--- config.mk ---
export PLATFORM = sky130hd
export DESIGN_NAME = axi_mm2s_arbiter
export DESIGN_NICKNAME = d
export VERILOG_FILES = /design/src/rtl/axi_mm2s_arbiter.sv
export SDC_FILE = /design/constraint.sdc
export NUM_CORES = 1
export LEC_CHECK = 0
export CAP_MARGIN = 20
export CORE_AREA = 3 3 172 174
export DETAILED_ROUTE_END_ITERATION = 10
export DIE_AREA = 0 0 175 177
export PLACE_DENSITY_LB_ADDON = 0.3
export SETUP_SLACK_MARGIN = 0.3
export SYNTH_ARGS = -nofsm -noshare
export SYNTH_HDL_FRONTEND = slang
export SYNTH_SLANG_ARGS = --single-unit
--- constraint.sdc ---
create_clock -name clk -period 4.1 [get_ports clk]
set_input_delay 0.41 -clock clk [delete_from_list [all_inputs] [get_ports clk]]
set_output_delay 0.41 -clock clk [all_outputs]
set_load 0.005 [all_outputs]
--- src/rtl/axi_mm2s_arbiter.sv ---
// axi_mm2s_arbiter: round-robin sharing of one axi_mm2s read engine between
// C_NUM_REQ requesters. One command in flight; the engine status is routed
// back to the requester that issued the command.
// Optional build macro: AXI_MM2S_ARB_STATS_EN adds per-requester completion
// counters on stat_count.
//
// state   | meaning
// IDLE    | pick next requester round-robin, latch its command
// CMD     | present command to engine until accepted
// WAIT_ST | wait for the engine completion status
// RET     | present status to the owning requester until accepted
module axi_mm2s_arbiter #(
  parameter int C_NUM_REQ        = 4,
  parameter int C_AXI_ADDR_WIDTH = 64,
  localparam int C_ID_W          = $clog2(C_NUM_REQ)
) (
  input  logic                                       clk,
  input  logic                                       rst,
  input  logic [C_NUM_REQ*(C_AXI_ADDR_WIDTH+16)-1:0] s_req_tdata,
  input  logic [C_NUM_REQ-1:0]                       s_req_tvalid,
  output logic [C_NUM_REQ-1:0]                       s_req_tready,
  output logic [C_AXI_ADDR_WIDTH+15:0]               m_axis_ctl_tdata,
  output logic                                       m_axis_ctl_tvalid,
  input  logic                                       m_axis_ctl_tready,
  input  logic [7:0]                                 s_axis_st_tdata,
  input  logic                                       s_axis_st_tvalid,
  output logic                                       s_axis_st_tready,
  output logic [7:0]                                 m_st_tdata,
  output logic [C_NUM_REQ-1:0]                       m_st_tvalid,
  input  logic [C_NUM_REQ-1:0]                       m_st_tready,
  output logic                                       busy,
  output logic [C_ID_W-1:0]                          grant_id
`ifdef AXI_MM2S_ARB_STATS_EN
  ,
  output logic [C_NUM_REQ*32-1:0]                    stat_count
`endif
);

  localparam int CW = C_AXI_ADDR_WIDTH + 16;

  localparam logic [1:0] S_IDLE = 2'd0;
  localparam logic [1:0] S_CMD  = 2'd1;
  localparam logic [1:0] S_WAIT = 2'd2;
  localparam logic [1:0] S_RET  = 2'd3;

  logic [1:0]        state_q, state_d;
  logic [CW-1:0]     cmd_q, cmd_d;
  logic [7:0]        st_q, st_d;
  logic [C_ID_W-1:0] grant_q, grant_d;

  logic [CW-1:0]     req_cmd [C_NUM_REQ];
  logic              win_found;
  logic [C_ID_W-1:0] win_id;
  logic [C_ID_W-1:0] idx;
  logic              ret_done;

  for (genvar g = 0; g < C_NUM_REQ; g++) begin : g_unpack
    assign req_cmd[g] = s_req_tdata[g*CW +: CW];
  end

  // Round-robin winner: scan from grant_q+N down to grant_q+1 so the nearest
  // requester after the last grant is the one left standing.
  always_comb begin
    win_found = 1'b0;
    win_id    = grant_q;
    idx       = '0;
    for (int k = C_NUM_REQ; k >= 1; k--) begin
      idx = C_ID_W'((int'(grant_q) + k) % C_NUM_REQ);
      if (s_req_tvalid[idx]) begin
        win_found = 1'b1;
        win_id    = idx;
      end
    end
  end

  assign ret_done = (state_q == S_RET) && m_st_tready[grant_q];

  // Next-state and datapath for the sequencing FSM.
  always_comb begin
    state_d = state_q;
    cmd_d   = cmd_q;
    st_d    = st_q;
    grant_d = grant_q;
    case (state_q)
      S_IDLE: begin
        if (win_found) begin
          grant_d = win_id;
          cmd_d   = req_cmd[win_id];
          // Zero-length commands never reach the engine; answer them locally.
          if (req_cmd[win_id][CW-1:C_AXI_ADDR_WIDTH] == 16'd0) begin
            st_d    = 8'hFF;
            state_d = S_RET;
          end else begin
            state_d = S_CMD;
          end
        end
      end
      S_CMD: begin
        if (m_axis_ctl_tready) state_d = S_WAIT;
      end
      S_WAIT: begin
        if (s_axis_st_tvalid) begin
          st_d    = s_axis_st_tdata;
          state_d = S_RET;
        end
      end
      default: begin
        if (ret_done) state_d = S_IDLE;
      end
    endcase
  end

  // State registers; grant_q resets to the last slot so requester 0 wins first.
  always_ff @(posedge clk) begin
    if (rst) begin
      state_q <= S_IDLE;
      cmd_q   <= '0;
      st_q    <= '0;
      grant_q <= C_ID_W'(C_NUM_REQ - 1);
    end else begin
      state_q <= state_d;
      cmd_q   <= cmd_d;
      st_q    <= st_d;
      grant_q <= grant_d;
    end
  end

  // One-hot handshake outputs toward the requesters.
  always_comb begin
    s_req_tready = '0;
    m_st_tvalid  = '0;
    if ((state_q == S_IDLE) && win_found) s_req_tready[win_id] = 1'b1;
    if (state_q == S_RET) m_st_tvalid[grant_q] = 1'b1;
  end

  assign m_axis_ctl_tdata  = cmd_q;
  assign m_axis_ctl_tvalid = (state_q == S_CMD);
  assign s_axis_st_tready  = (state_q == S_WAIT);
  assign m_st_tdata        = st_q;
  assign busy              = (state_q != S_IDLE);
  assign grant_id          = grant_q;

`ifdef AXI_MM2S_ARB_STATS_EN
  logic [31:0] cnt_q [C_NUM_REQ];

  // Completed returns per requester; free-running, wraps at 2^32.
  always_ff @(posedge clk) begin
    if (rst) begin
      for (int i = 0; i < C_NUM_REQ; i++) cnt_q[i] <= '0;
    end else if (ret_done) begin
      cnt_q[grant_q] <= cnt_q[grant_q] + 32'd1;
    end
  end

  for (genvar g = 0; g < C_NUM_REQ; g++) begin : g_stat
    assign stat_count[g*32 +: 32] = cnt_q[g];
  end
`endif

endmodule

-- After elaboration in Yosys (flattened, before gate mapping)
Cells that the tools add are included.
- bits of input ports: 340
- output and inout bits: 101
- register bits: 92
- bitwise gates (word level): 1
- reductions and logical operators: 12
- eq/ne operators: 7
- $add $sub $neg: 4
- order comparisons: 9
- mux-type cells: 37
- operators by type and width (cell ; count):
    80-bit binary-select mux with 2-bit select ; 1
    80-bit 2-to-1 mux ; 2
    8-bit 2-to-1 mux ; 3
    2-bit by 3-bit < comparator with 1-bit output, second input constant ; 6
    2-bit 2-to-1 mux ; 9
    16-bit zero test ; 1
    8-bit case mux with 2 select lines ; 1
    1-bit 2-to-1 mux ; 11
    1-bit binary-select mux with 2-bit select ; 5
    4-bit 2-to-1 mux ; 2
    4-bit AND reduction ; 2
    2-bit != test, second input constant ; 3
    2-bit case mux with 3 select lines ; 1
    2-bit by 1-bit adder with 2-bit output, second input constant ; 2
    2-bit adder, second input constant ; 2
    1-bit demux with 2-bit select ; 2
    2-bit equality test, second input constant ; 2
    2-bit by 1-bit greater-or-equal comparator with 1-bit output, second input constant ; 2
    1-bit logical AND ; 4
    2-bit nonzero test ; 2
    4-bit nonzero test ; 1
    3-bit greater-or-equal comparator, second input constant ; 1
    2-bit NOT with 3-bit output ; 1
    2-bit by 1-bit equality test with 1-bit output, second input constant ; 1
    other kinds (3) ; 3

-- Longest topological paths before layout
- depth in word-level cells: 15
- mapped depth: 16
- mapped depth without buffers: 11

-- Worst setup path before layout
OpenSTA, ideal clock, no wires.
- path kind: reg2reg
- start: register grant_q[0], in the netlist grant_id[0]
- end: register st_q[6], in the netlist m_st_tdata[6]
- path slack: 48 ps
- data arrival time: 3966 ps
- buffers on the path: 5
- required time: 4013 ps
- stages on the path, launching flop included: 16
- library setup time: 87 ps
- period minus slack after synthesis: 4052 ps
- cell sequence: dfxtp_1 -> buf_6 -> inv_1 -> ha_1 -> clkbuf_1 -> mux4_2 -> buf_6 -> a31o_2 -> xnor2_1 -> buf_2 -> mux2_2 -> nor4_2 -> nand4_2 -> or3_1 -> buf_6 -> a221oi_2
- cells in the longest elaborated chain, start to end: 14
- elaborated cells between the ends (all ways): 28
- classes of those cells: 4 x add/sub; 2 x eq/ne; 19 x mux; 1 x bitwise; 2 x reduce/logical
- RTL lines (item ; line ; RTL):
    from (decl) ; 49 ; logic [C_ID_W-1:0] grant_q, grant_d;
    from (signal assigned) ; 119 ; grant_q <= C_ID_W'(C_NUM_REQ - 1);
    from (signal assigned) ; 124 ; grant_q <= grant_d;
    2-bit by 1-bit adder with 2-bit output ; 68 ; idx = C_ID_W'((int'(grant_q) + k) % C_NUM_REQ);
    1-bit binary-select mux with 2-bit select ; 69 ; if (s_req_tvalid[idx]) begin
    1-bit 2-to-1 mux (not written as such) ; 69 ;
    2-bit 2-to-1 mux (4 in a row) ; 69 ;
    2-bit NOT with 3-bit output (not written as such) ; 90 ; if (req_cmd[win_id][CW-1:C_AXI_ADDR_WIDTH] == 16'd0) begin
    80-bit binary-select mux with 2-bit select ; 90 ;
    80-bit 2-to-1 mux (not written as such) (2 in a row) ; 90 ;
    16-bit zero test ; 90 ;
    2-bit != test (no source line) ; n/a ;
    4-bit AND reduction (no source line) * ; n/a ;
    to (signal assigned) ; 123 ; st_q <= st_d;
    to (decl) ; 48 ; logic [7:0] st_q, st_d;
Mark *: on every way between the ends. The rest lies on a longest branch, timed or not. The select of a mux whose other input is x is not followed.
A chain may end at the register's enable or synchronous reset.

-- Worst setup path after layout
Ends and elaborated chain as after synthesis.

==> impl_metrics.toml <==
[status]
status = "complete, no violations"

[detailed_routing]
drt_pre_antenna_iters = 7
drtAntennaViolNets = 0
drc_errors = 0
met3_length_mm = 2.673
drt_iter0_markers = 556
wl_met2_mm = 15.25
wl_met1_mm = 12.14
wl_per_cell_um = 20.40
top_layer = "met5"
vias = 7579
drt-total-wl_mm = 31.05
viasPerCell = 4.980

[yosys]
synth_nets = 1059
synth_area_per_cell_um2 = 9.178
synth_seq_cells = 92
synth_most_common_cell = "nand2_1"
synth-seq-area-share_pct = 28.26
synth.yosys.warnings = 0
synth_area_leaders = "dfxtp_1 28%, mux4_2 25%, nand2_1 10%"
synth_top_area_share_pct = 28.26
synth-async-reset-ratio_pct = 0
synth_edf_count = 0
synthFlopType = "dfxtp_1"
syn-cell-area_mm2 = 0.006516
post_synth_num_cell_types = 56
synth_top_cell_by_area = "dfxtp_1"
synthCells = 710
synth_common_cells = "174 x nand2_1, 92 x dfxtp_1, 82 x a21oi_1"

[worst_hold_path]
worstHoldStart = "rst"
holdPathStages = 2
hold_class = "input port to flip-flop"
hold_end = "m_axis_ctl_tdata[72]"

[sta]
fin_skew_ns = 0.006804
min_period_ns = 3.652
max_freq_mhz = 273.8
relSlewSlack_pct = 38.09
fin_crit_sh_pct = 89.08
setup_viol = 0
fin_ws_ns = 0.4475
fin_setup_tns_ns = 0
hold_viol = 0
rsz0062_at_grt = "no"
tightest_slew_ns = 0.9265
drv_slew = 0

[cells_and_area]
fillCellCount = 2756
multiInputGateArea_mm2 = 0.004446
area_growth_pct = 83.31
fin_util_pct = 42.76
layout.area.seq_mm2 = 0.001847
drive_gt1_share_pct = 15.59
fin_area_mm2 = 0.01195
final_nets = 1486

[grt]
grt_pass1_vias = 7485
grt_usage_pct = 18.84
gr-total-overflow = 0
grt_pass1_wl_mm = 45.11
antenna_found_initial = 6
grt_max_degree = 94

[critical_path]
crit_path_end_kind = "flip-flop"
worstPathRequired_ns = 4.35
critPathLaunchType = "flip-flop"
crit_path_frequent_cell = "buf_6"
r2r_end = "m_st_tdata[6]"
r2r-start = "grant_id[0]"
worstPathCellList = "clkinvlp_4 > ha_4 > mux4_2 > buf_6 > a21oi_4 > buf_6 > a2bb2oi_1 > o211ai_1 > mux2_2 > nor4_2 > nand4_2 > or3_4 > a221oi_4"
r2r_cells = 13
cpPeakStageDelay_ns = 0.52
critPathArrivalTime_ns = 3.91
path_max_fanout = 9
path_class = "flip-flop to flip-flop"
critPathSlowestCell = "or3_4"
rrSetupSlack_ns = 0.45

[run]
maxCapViolCount = 0

[place]
dp_slack_ns = -0.1334
portBuffers = 440
place_area_mm2 = 0.01138
finalWeightedCongestion = 0.8819
place_hpwl_mm = 24.03

[cts]
htreeDepth = 3
clk_latency_ns = 0.35
clk_pin_slew_ns = 0.07
clock_path_buffers = 2
cts_tree = "done"
cts-hold-fix-buffers = 0
cts_root_buf = "clkbuf_16"
numClockSinks = 92
numCtsBuffers = 9

[floorplanning]
rows = 61
core_mm2 = 0.02793
die_w_um = 175
start_util_pct = 23.33
dieArea_mm2 = 0.03098
pin_count = 441
fp.dieH_um = 177

[pwr]
p_leak_nw = 4.388
ir_worst_vdd_mv = 0.4492
powerDensity_mw_per_mm2 = 754.9
-- how the worst max path moves through the flow --
| stage | from | end | slack [ns] | depth (start not counted) |
|---|---|---|---|---|
| 2_1_floorplan | grant_id[0] | m_st_tdata[6] | 0.32 | 14 |
| 3_3_place_gp | s_req_tvalid[1] | m_st_tdata[6] | -0.03 | 11 |
| 3_5_place_dp | s_req_tvalid[1] | m_st_tdata[6] | -0.13 | 11 |
| 4_1_cts | grant_id[0] | m_st_tdata[6] | 0.36 | 14 |
| 5_1_grt | grant_id[0] | m_st_tdata[6] | 0.29 | 12 |
| 6_report | grant_id[0] | m_st_tdata[6] | 0.45 | 13 |
-- registers in the layout, indices dropped and copies added (netlist names) --
register and cells:
m_axis_ctl_tdata 80, m_st_tdata 8, grant_id 2, state_q 2
-- cell families after synthesis --
| family | after synthesis | synth area share (%) |
|---|---|---|
| AO/OA/AOI/OAI | 176 | 18.82 |
| XOR/XNOR | 2 | 0.3841 |
| multiplexers | 92 | 28.17 |
| buffers and inverters | 89 | 5.952 |
| AND/OR/NAND/NOR | 250 | 16.69 |
| flip-flops | 92 | 28.26 |
| adder cells (fa/ha/maj) | 9 | 1.728 |
-- worst max-delay path, delay by kind of cell, from the launching register on --
family | cells | cell delay, ns
fa+ha+maj | 1 | 0.30
mux | 2 | 0.69
compound gates | 4 | 0.84
simple gates | 3 | 0.90
buf+inv | 3 | 0.45
flops | 1 | 0.37
-- timing repair --
action | in CTS | in global routing
endpoints found under the setup margin | 9 | 9
setup buffers | 1 | 9
pin swaps | 0 | 5
gates resized for setup | 5 | 19
cloned | 2 | 1
-- power by group --
| part | switching (mW) | total, mW | internal [mW] | leakage [nW] |
|---|---|---|---|---|
| Combinational | 3.27 | 6.81 | 3.54 | 3.49 |
| Clock | 0.387 | 0.839 | 0.452 | 0.143 |
| Sequential | 0.162 | 1.36 | 1.20 | 0.760 |
-- per-layer routing --
| metal | vias to the layer above | track usage [%] |
|---|---|---|
| li1 | 3509 | - |
| met4 | 10 | 5.319 |
| met2 | 376 | 32.06 |
| met5 | - | 0 |
| met1 | 3617 | 22.92 |
| met3 | 67 | 6.070 |
-- final cells by class --
cell class,instances,area share [%]
flip-flops and latches,92,15.46
well taps,378,3.959
inverters,26,0.8694
diodes,2,0.04190
clock buffers,11,2.116
repair buffers,477,39.98
clock inverters,5,0.3561
multi-input cells,531,37.22
-- per-stage QoR --
| step | std cells | hold WS, ns | power, mW |
|---|---|---|---|
| floorplan | 710 | 0.4482 | 5.720 |
| global placement | 1490 | 0.4395 | 7.732 |
| detailed placement | 1490 | 0.4454 | 7.770 |
| CTS | 1509 | 0.4549 | 8.861 |
| global route | 1521 | 0.4328 | 9.718 |
| finish | 1522 | 0.4506 | 9.017 |
-- layout by cell type, fill, tap and decap left out, types with 5 or more instances in the layout --
cell,n
nor3_1,13
nand2_1,173
o211a_1,5
mux2_2,12
a21oi_1,82
o2111ai_1,6
o311ai_0,7
clkbuf_16,9
a31oi_1,8
ha_1,8
o21ai_0,12
inv_1,24
buf_4,30
nand4_1,13
or3_1,9
clkdlybuf4s50_1,438
nand3_1,8
a2bb2oi_1,9
a221oi_2,7
mux4_2,71
o211ai_1,9
mux2i_1,5
nor2_1,17
dfxtp_1,90
Power figures use the tool's default switching activity.
